File: config.mk
export PLATFORM = sky130hd
export DESIGN_NAME = ex_hazard_ctrl
export DESIGN_NICKNAME = d
export VERILOG_FILES = /design/src/rtl/ex_hazard_ctrl.sv
export SDC_FILE = /design/constraint.sdc
export NUM_CORES = 1
export LEC_CHECK = 0
export CORE_ASPECT_RATIO = 1.1
export CORE_UTILIZATION = 48
export DETAILED_ROUTE_END_ITERATION = 8
export PLACE_DENSITY = 0.74
export SLEW_MARGIN = 40
export SYNTH_ARGS = -nofsm -noshare
export SYNTH_HDL_FRONTEND = slang
export SYNTH_SLANG_ARGS = --single-unit
File: constraint.sdc
create_clock -name clk -period 3.32 [get_ports clk]
set_input_delay 0.664 -clock clk [delete_from_list [all_inputs] [get_ports clk]]
set_output_delay 0.664 -clock clk [all_outputs]
set_load 0.02 [all_outputs]
File: src/rtl/ex_hazard_ctrl.sv
// EX-stage hazard scheduler. It keeps shadow destination info for EX/MEM/WB,
// drives the ALU operand forward selects and raises the one-cycle load-use stall.

module ex_hazard_fwd_sel #(
  parameter int REG_W = 5
) (
  input  logic             ex_v,
  input  logic             ex_use,
  input  logic [REG_W-1:0] src,
  input  logic             mem_v,
  input  logic             mem_wr_en,
  input  logic [REG_W-1:0] mem_wr_reg,
  input  logic [1:0]       mem_wr_src,
  input  logic             wb_v,
  input  logic             wb_wr_en,
  input  logic [REG_W-1:0] wb_wr_reg,
  input  logic [1:0]       wb_wr_src,
  output logic [2:0]       sel
);
  logic mem_hit, wb_hit;

  assign mem_hit = mem_v & mem_wr_en & (mem_wr_reg == src) & (src != '0);
  assign wb_hit  = wb_v  & wb_wr_en  & (wb_wr_reg  == src) & (src != '0);

  // A load never sits in MEM opposite its consumer (stall bubble), so MEM only
  // distinguishes ExtImm from ALU result.
  always_comb begin
    sel = 3'd0;
    if (ex_v && ex_use) begin
      if (mem_hit)
        sel = (mem_wr_src == 2'd1) ? 3'd1 : 3'd2;
      else if (wb_hit) begin
        case (wb_wr_src)
          2'd1:    sel = 3'd3;
          2'd2:    sel = 3'd5;
          default: sel = 3'd4;
        endcase
      end
    end
  end
endmodule

module ex_hazard_ctrl #(
  parameter int REG_W = 5,
  parameter int CNT_W = 32
) (
  input  logic             clk,
  input  logic             rst,
  input  logic             hold,
  input  logic             flush,
  input  logic             id_valid,
  input  logic [REG_W-1:0] id_rs,
  input  logic [REG_W-1:0] id_rt,
  input  logic             id_use_rs,
  input  logic             id_use_rt,
  input  logic             id_wr_en,
  input  logic [REG_W-1:0] id_wr_reg,
  input  logic [1:0]       id_wr_src,
  output logic             stall,
  output logic [2:0]       alua_fwd_ctr,
  output logic [2:0]       alub_fwd_ctr,
  output logic [CNT_W-1:0] stall_cnt
);
  localparam int STAGES  = 2;  // vld_pipe[0]=EX, [1]=MEM, [2]=WB
  localparam int NUM_OPS = 2;

  typedef struct packed {
    logic             wr_en;
    logic [REG_W-1:0] wr_reg;
    logic [1:0]       wr_src;
  } dst_t;

  typedef struct packed {
    logic [REG_W-1:0] rs;
    logic [REG_W-1:0] rt;
    logic             use_rs;
    logic             use_rt;
  } src_t;

  logic [STAGES:0]                vld_pipe;
  dst_t [STAGES:0]                dst_pipe;
  src_t                           ex_src;
  dst_t                           id_dst;
  src_t                           id_src;
  logic [NUM_OPS-1:0][REG_W-1:0]  op_reg;
  logic [NUM_OPS-1:0]             op_use;
  logic [NUM_OPS-1:0][2:0]        op_sel;
  logic                           ex_load;

  assign id_dst = '{wr_en: id_wr_en, wr_reg: id_wr_reg, wr_src: id_wr_src};
  assign id_src = '{rs: id_rs, rt: id_rt, use_rs: id_use_rs, use_rt: id_use_rt};

  assign ex_load = vld_pipe[0] & dst_pipe[0].wr_en & (dst_pipe[0].wr_src == 2'd2) &
                   (dst_pipe[0].wr_reg != '0);

  assign stall = id_valid & ~flush & ex_load &
                 ((id_use_rs & (id_rs == dst_pipe[0].wr_reg)) |
                  (id_use_rt & (id_rt == dst_pipe[0].wr_reg)));

  always_ff @(posedge clk) begin
    if (rst) begin
      vld_pipe  <= '0;
      stall_cnt <= '0;
    end else if (!hold) begin
      vld_pipe <= {vld_pipe[STAGES-1:0], id_valid & ~stall & ~flush};
      dst_pipe <= {dst_pipe[STAGES-1:0], id_dst};
      ex_src   <= id_src;
      if (stall && (stall_cnt != '1))
        stall_cnt <= stall_cnt + 1'b1;
    end
  end

  assign op_reg = {ex_src.rt, ex_src.rs};
  assign op_use = {ex_src.use_rt, ex_src.use_rs};

  for (genvar g = 0; g < NUM_OPS; g++) begin : g_op
    ex_hazard_fwd_sel #(.REG_W(REG_W)) u_sel (
      .ex_v       (vld_pipe[0]),
      .ex_use     (op_use[g]),
      .src        (op_reg[g]),
      .mem_v      (vld_pipe[1]),
      .mem_wr_en  (dst_pipe[1].wr_en),
      .mem_wr_reg (dst_pipe[1].wr_reg),
      .mem_wr_src (dst_pipe[1].wr_src),
      .wb_v       (vld_pipe[2]),
      .wb_wr_en   (dst_pipe[2].wr_en),
      .wb_wr_reg  (dst_pipe[2].wr_reg),
      .wb_wr_src  (dst_pipe[2].wr_src),
      .sel        (op_sel[g])
    );
  end

  assign alua_fwd_ctr = op_sel[0];
  assign alub_fwd_ctr = op_sel[1];
endmodule
==> results.toml, run 1 <==
[routing]
drtIter0Drc = 116
antenna_left = 0
drc_errors = 0
vias = 2721
dr.pass1.iters = 4
vias_per_cell = 5.530
avgRoutedWirePerCell_um = 15.03
routed_wl_um = 7394

[critical_path]
required_ns = 2.66
crit_type = "in -> out"
end_kind = "output pin"
crit_arrival_ns = 2.46
rr_endpoint = "stall_cnt[2]"
crit_path_max_fanout = 2
critPathLaunchType = "input pin"
cp_slowest_cell = "clkdlybuf4s50_1"
ff2ff_path_depth = 8
slowest_delay_ns = 0.60
r2r-start = "stall_cnt[0]"
worstPathCellList = "clkdlybuf4s50_1, xnor2_1, nand4_1, o22ai_4, and2_1, clkdlybuf4s50_1"
rrSetupSlack_ns = 0.84
cp_common_cell = "clkdlybuf4s50_1"

[sta]
layout_setup_ws_ns = 0.2006
period_needed_ns = 3.119
finalHoldViolCount = 0
post-route-period-util = 0.9396
max_clock_freq_mhz = 320.6
fin_tns_setup_ns = 0
slew_viol_final = 0
rsz0062_at_grt = "false"
whs_ns = 0.4532
relSlewSlack = 0.5698
timing_worst_slew_pin_value_ns = 0.6395
finalSetupViolations = 0
fin_worst_skew_ns = 0.009265

[clock_tree]
post_cts_buffers = 0
clk_pin_slew_ns = 0.07
h-tree-depth = 3
cts_tree = "yes"
worstSkewPairLatency_ns = 0.34
cts_resized = 0
cts_buffer_depth = 2
root_buffer = "clkbuf_8"
cts_hold_buf = 0
cts_made_buffers = 9
clock-sinks = 71

[logic_synthesis]
syn_avg_cell_area_um2 = 10.46
netlist_instances = 331
ys_types = 44
post_synth_fa_ha_maj_area_fraction = 0.007228
synth-edff-count = 36
netlist_area_um2 = 3462
synth_seq_cells = 71
synth-main-ff-cell = "edfxtp_1"
synthMuxAreaShare = 0.02494
yosysSeqAreaShare = 0.5146
synth_top_family_by_area = "simple AND/OR/NAND/NOR gates"
synth_compound_area_frac = 0.1059
syn_nets = 358
synth-async-reset-ratio = 0
yosysWarnings = 0
synthSimpleGateAreaFrac = 0.2338
synth-xor-area-share = 0.08601

[floorplan]
rows = 32
start_util = 0.4941
die_h_um = 91.08
ios = 64
die_w_um = 82.98
core_um2 = 7007
fp.dieArea_um2 = 7557

[layout]
mostFrequentLayoutCells = "clkdlybuf4s50_1, edfxtp_1, dfxtp_1"
design_area_um2 = 4373
syn2layout_area_growth_pct = 26.31
final_cells = 492
nNetsFinal = 429
diodes = 0
final_common_cell = "clkdlybuf4s50_1"
drive_gt1_frac = 0.09337

[hold_path]
min_path_cells = 0
hp-class = "reg -> reg"
hold_path_end = "dst_pipe[8]"
hold_start = "dst_pipe[0]"

[grt]
grt_overflow = 0
track_usage = 0.2031
grt_pass1_vias = 2726
grt_antenna_before_repair = 0
grt_max_degree = 37
grt_pass1_wl_um = 12410

[power_and_ir_drop]
p_per_area_nw_per_um2 = 395.6
p_leak_nw = 1.385
ir_drop_v = 0.0002181

[placement]
portBuffers = 63
dpl.hpwl_um = 5333
placed_cell_area_um2 = 4185
gp_congestion = 0.8503
dp.cells = 476
preCtsSetupSlack_ns = 0.1745

[run_status]
outcome = "complete, no violations"

[run]
maxCapViolations = 0
-- routing by layer --
metal,vias up,share of wire,global-route usage
met5,-,0,0
met4,0,0.011,0.07615
met3,7,0.042,0.04455
met2,55,0.51,0.3572
met1,1301,0.43,0.2418
li1,1358,-,-
-- cell families after synthesis --
family,Yosys count
flops,71
fa+ha+maj,2
simple gates,142
buf+inv,18
compound gates,57
mux,7
xor+xnor,34
-- through the flow --
stage	power, mW	util
floorplan	1.040	-
global placement	1.088	0.5973
detailed placement	1.092	0.5973
CTS	1.740	0.6241
global route	1.791	0.6241
finish	1.730	0.6241
-- report_power, final --
group | internal [mW] | leakage, nW | switching (mW) | total [mW]
registers | 0.948 | 0.620 | 0.0227 | 0.971
clock network | 0.340 | 0.0941 | 0.318 | 0.658
logic | 0.0535 | 0.671 | 0.0474 | 0.101
-- flip-flops by register name, summed over array words and instances, names as in the netlist --
name and flops:
dst_pipe 24, ex_src 12, stall_cnt 32, vld_pipe 3
-- cell usage after synthesis (2+ instances only) --
cell,instances,area (µm²)
a21oi_1,24,120.1
and2_1,3,18.77
and3_1,5,31.28
and4_1,4,35.03
buf_6,2,22.52
clkbuf_1,5,18.77
dfxtp_1,35,700.7
edfxtp_1,36,1081
ha_1,2,25.02
inv_1,9,33.78
mux2_4,3,45.04
mux2i_1,3,30.03
nand2_1,21,78.83
nand2b_1,4,25.02
nand3_1,12,60.06
nand4_1,16,100.1
nand4_2,2,25.02
nor2_1,24,90.09
nor2b_1,8,50.05
nor3_1,4,20.02
nor3_2,2,20.02
nor4_1,5,31.28
nor4_2,2,25.02
o21ai_0,13,65.06
o21ai_1,7,35.03
o22a_1,4,35.03
o31ai_1,3,22.52
or2_2,2,12.51
or3_1,22,137.6
or4_1,3,22.52
xnor2_1,16,140.1
xor2_1,18,157.7
-- layout make-up --
type / count / area [µm²]
Inverter: 9 / 33.78
Clock buffer: 9 / 123.9
Fill cell: 599 / 2634
Clock inverter: 7 / 63.81
Multi-Input combinational cell: 242 / 1588
Timing Repair Buffer: 69 / 675.6
Tap cell: 85 / 106.4
Sequential cell: 71 / 1782
-- worst max-delay path: cells and delay by family --
family	cells	cell delay, ns
compound gates	1	0.22
xor+xnor	1	0.13
buf+inv	2	1.09
simple gates	2	0.35
-- worst max path at each step --
stage	start	endpoint	slack (ns)	depth (start not counted)
after global placement	id_rs[4]	stall	0.23	6
after global routing	dst_pipe[12]	alua_fwd_ctr[0]	0.07	7
after floorplan	rst	dst_pipe[0]	0.30	3
after detailed placement	id_rs[2]	stall	0.17	6
final	id_rs[1]	stall	0.20	6
after CTS	id_rs[2]	stall	0.17	6
(Power assumes the default switching activity.)
==> run 2: changes to the inputs <==
--- a/config.mk
+++ b/config.mk
@@ -6,6 +6,7 @@
 export NUM_CORES = 1
 export LEC_CHECK = 0
 export CORE_ASPECT_RATIO = 1.1
+export CORE_MARGIN = 4
 export CORE_UTILIZATION = 48
 export DETAILED_ROUTE_END_ITERATION = 8
 export PLACE_DENSITY = 0.74
==> constraint.sdc (replaced) <==
create_clock -name clk -period 3.9 [get_ports clk]
set_input_delay 0.78 -clock clk [delete_from_list [all_inputs] [get_ports clk]]
set_output_delay 0.78 -clock clk [all_outputs]
set_load 0.02 [all_outputs]
==> run 2 against run 1 <==
  * Non-clock buffer count shrank 1
  * Combinational power is 16% lower
  * Critical path type unchanged
  * Cell count down 0.20%
  * Worst hold slack improved by 0.0055 ns
  * Sequential cell count did not move
  * Routed wire length is 2.4% higher
  * Largest power group unchanged
  * Sequential power decreased by 15%
  * Die area up 14%
  * Cell area rose by 0.89%
  * First-iteration DRC count fell by 6.0%
  * Clock skew grew 0.0041 ns
  * Clock power up 0.9%
==> results.toml, run 2 (synthesis results as in run 1) <==
[run_status]
outcome = "complete, no violations"

[power_and_ir_drop]
power_frac_clock = 0.422
p_per_area_nw_per_um2 = 356.9
combPwrFrac = 0.054
swShare = 0.2247
p_leak_nw = 1.401
p_switching_mw = 0.3538
seqPwrFrac = 0.524
internal_power_mw = 1.221
ir_drop_v = 0.0002164

[routing]
wl_met2_um = 3961
routed_wl_um = 7569
drtIter0Drc = 109
vias_per_cell = 5.550
drc_errors = 0
wl_met3_um = 310
dr.pass1.iters = 4
routed.top_layer = "met4"
vias = 2725
wl_met1_um = 3197
avgRoutedWirePerCell_um = 15.42
antenna_left = 0

[sta]
max_clock_freq_mhz = 304.3
period_needed_ns = 3.286
fin_tns_setup_ns = 0
post-route-period-util = 0.8426
finalSetupViolations = 0
slew_viol_final = 0
relSlewSlack = 0.5567
fin_worst_skew_ns = 0.01334
finalHoldViolCount = 0
rsz0062_at_grt = "false"
timing_worst_slew_pin_value_ns = 0.6588

[clock_tree]
post_cts_buffers = 0
cts_tree = "yes"
cts_made_buffers = 9
h-tree-depth = 3
clock-sinks = 71
cts_hold_buf = 0
root_buffer = "clkbuf_8"
clk_pin_slew_ns = 0.08
cts_resized = 0
cts_buffer_depth = 2
worstSkewPairLatency_ns = 0.34

[critical_path]
rrSetupSlack_ns = 1.53
crit_arrival_ns = 2.51
crit_type = "in -> out"
critPathLaunch = "id_rs[3]"
end_kind = "output pin"
r2r-start = "stall_cnt[0]"
critPathLaunchType = "input pin"
crit_path_max_fanout = 2
required_ns = 3.12

[layout]
max_flop_register = "stall_cnt"
nNetsFinal = 428
largest_reg_flops = 32
diodes = 0
mostFrequentLayoutCells = "clkdlybuf4s50_1, edfxtp_1, dfxtp_1"
final_common_cell = "clkdlybuf4s50_1"
drive_gt1_frac = 0.09606
fin_util = 0.6296
top_regs = "stall_cnt (32), dst_pipe (24), ex_src (12)"
syn2layout_area_growth_pct = 27.43

[hold_path]
hold_start = "dst_pipe[0]"
hp-class = "reg -> reg"

[placement]
portBuffers = 63
dpl.hpwl_um = 5445
gp_congestion = 0.8139

[grt]
grt_overflow = 0
grt_antenna_before_repair = 0
grt_max_degree = 42
grt_pass1_wl_um = 12950
grt_pass1_vias = 2767
track_usage = 0.1864

[floorplan]
die_h_um = 97.08
rows = 32
fp.dieArea_um2 = 8637
start_util = 0.4941
core_um2 = 7007
die_w_um = 88.98
ios = 64

[run]
maxCapViolations = 0
==> run 2: cell count changes in the layout (fill, tap and decap cells not counted) <==
| cell | change |
|---|---|
| clkinv_2 | -2 |
| clkinv_4 | -1 |
| buf_8 | +1 |
| bufinv_16 | +1 |
| inv_6 | +4 |
| clkinv_1 | -2 |
| buf_4 | -2 |
==> run 2: routing by layer <==
layer	track usage	up-vias
met3	0.04411	9
li1	-	1364
met1	0.2338	1305
met5	0	-
met4	0.06300	0
met2	0.3103	47
==> run 2: area by class of cell <==
| class | count | area [µm²] |
|---|---|---|
| repair buffers | 68 | 675.6 |
| fillers | 582 | 2595 |
| inverters | 9 | 33.78 |
| multi-input cells | 242 | 1588 |
| well taps | 85 | 106.4 |
| clock inverters | 7 | 102.6 |
| flip-flops and latches | 71 | 1782 |
| clock buffers | 9 | 123.9 |
==> run 2: through the flow <==
| step | total power, mW | cells | hold slack (ns) | worst slack (ns) | cell area (µm²) |
|---|---|---|---|---|---|
| 2_1_floorplan | 0.8852 | 331 | 0.4166 | 0.7599 | 3462 |
| 3_3_place_gp | 0.9261 | 474 | 0.4311 | 0.6235 | 4170 |
| 3_5_place_dp | 0.9286 | 474 | 0.4416 | 0.6091 | 4170 |
| 4_1_cts | 1.589 | 490 | 0.4594 | 0.5985 | 4397 |
| 5_1_grt | 1.632 | 491 | 0.4699 | 0.4447 | 4412 |
| 6_report | 1.574 | 491 | 0.4587 | 0.6138 | 4412 |
==> run 2: worst paths after layout <==
kind | end | cells past startpoint
max | stall | 6
min | dst_pipe[8] | 0
max reg2reg | stall_cnt[16] | 8
min reg2reg | dst_pipe[8] | 0
==> run 2: power by group through the flow <==
stage / logic, mW / clock network, mW / registers (mW)
CTS: 0.0859 / 0.677 / 0.826
finish: 0.0848 / 0.664 / 0.826
global placement: 0.0837 / 0 / 0.842
floorplan: 0.0470 / 0 / 0.838
detailed placement: 0.0854 / 0 / 0.843
global route: 0.0932 / 0.710 / 0.828
==> run 2: critical path, stage by stage <==
cell and delay [ns]:
clkdlybuf4s50_1 0.51, xnor2_1 0.13, nand4_1 0.15, o22ai_4 0.21, and2_1 0.14, clkdlybuf4s50_1 0.59
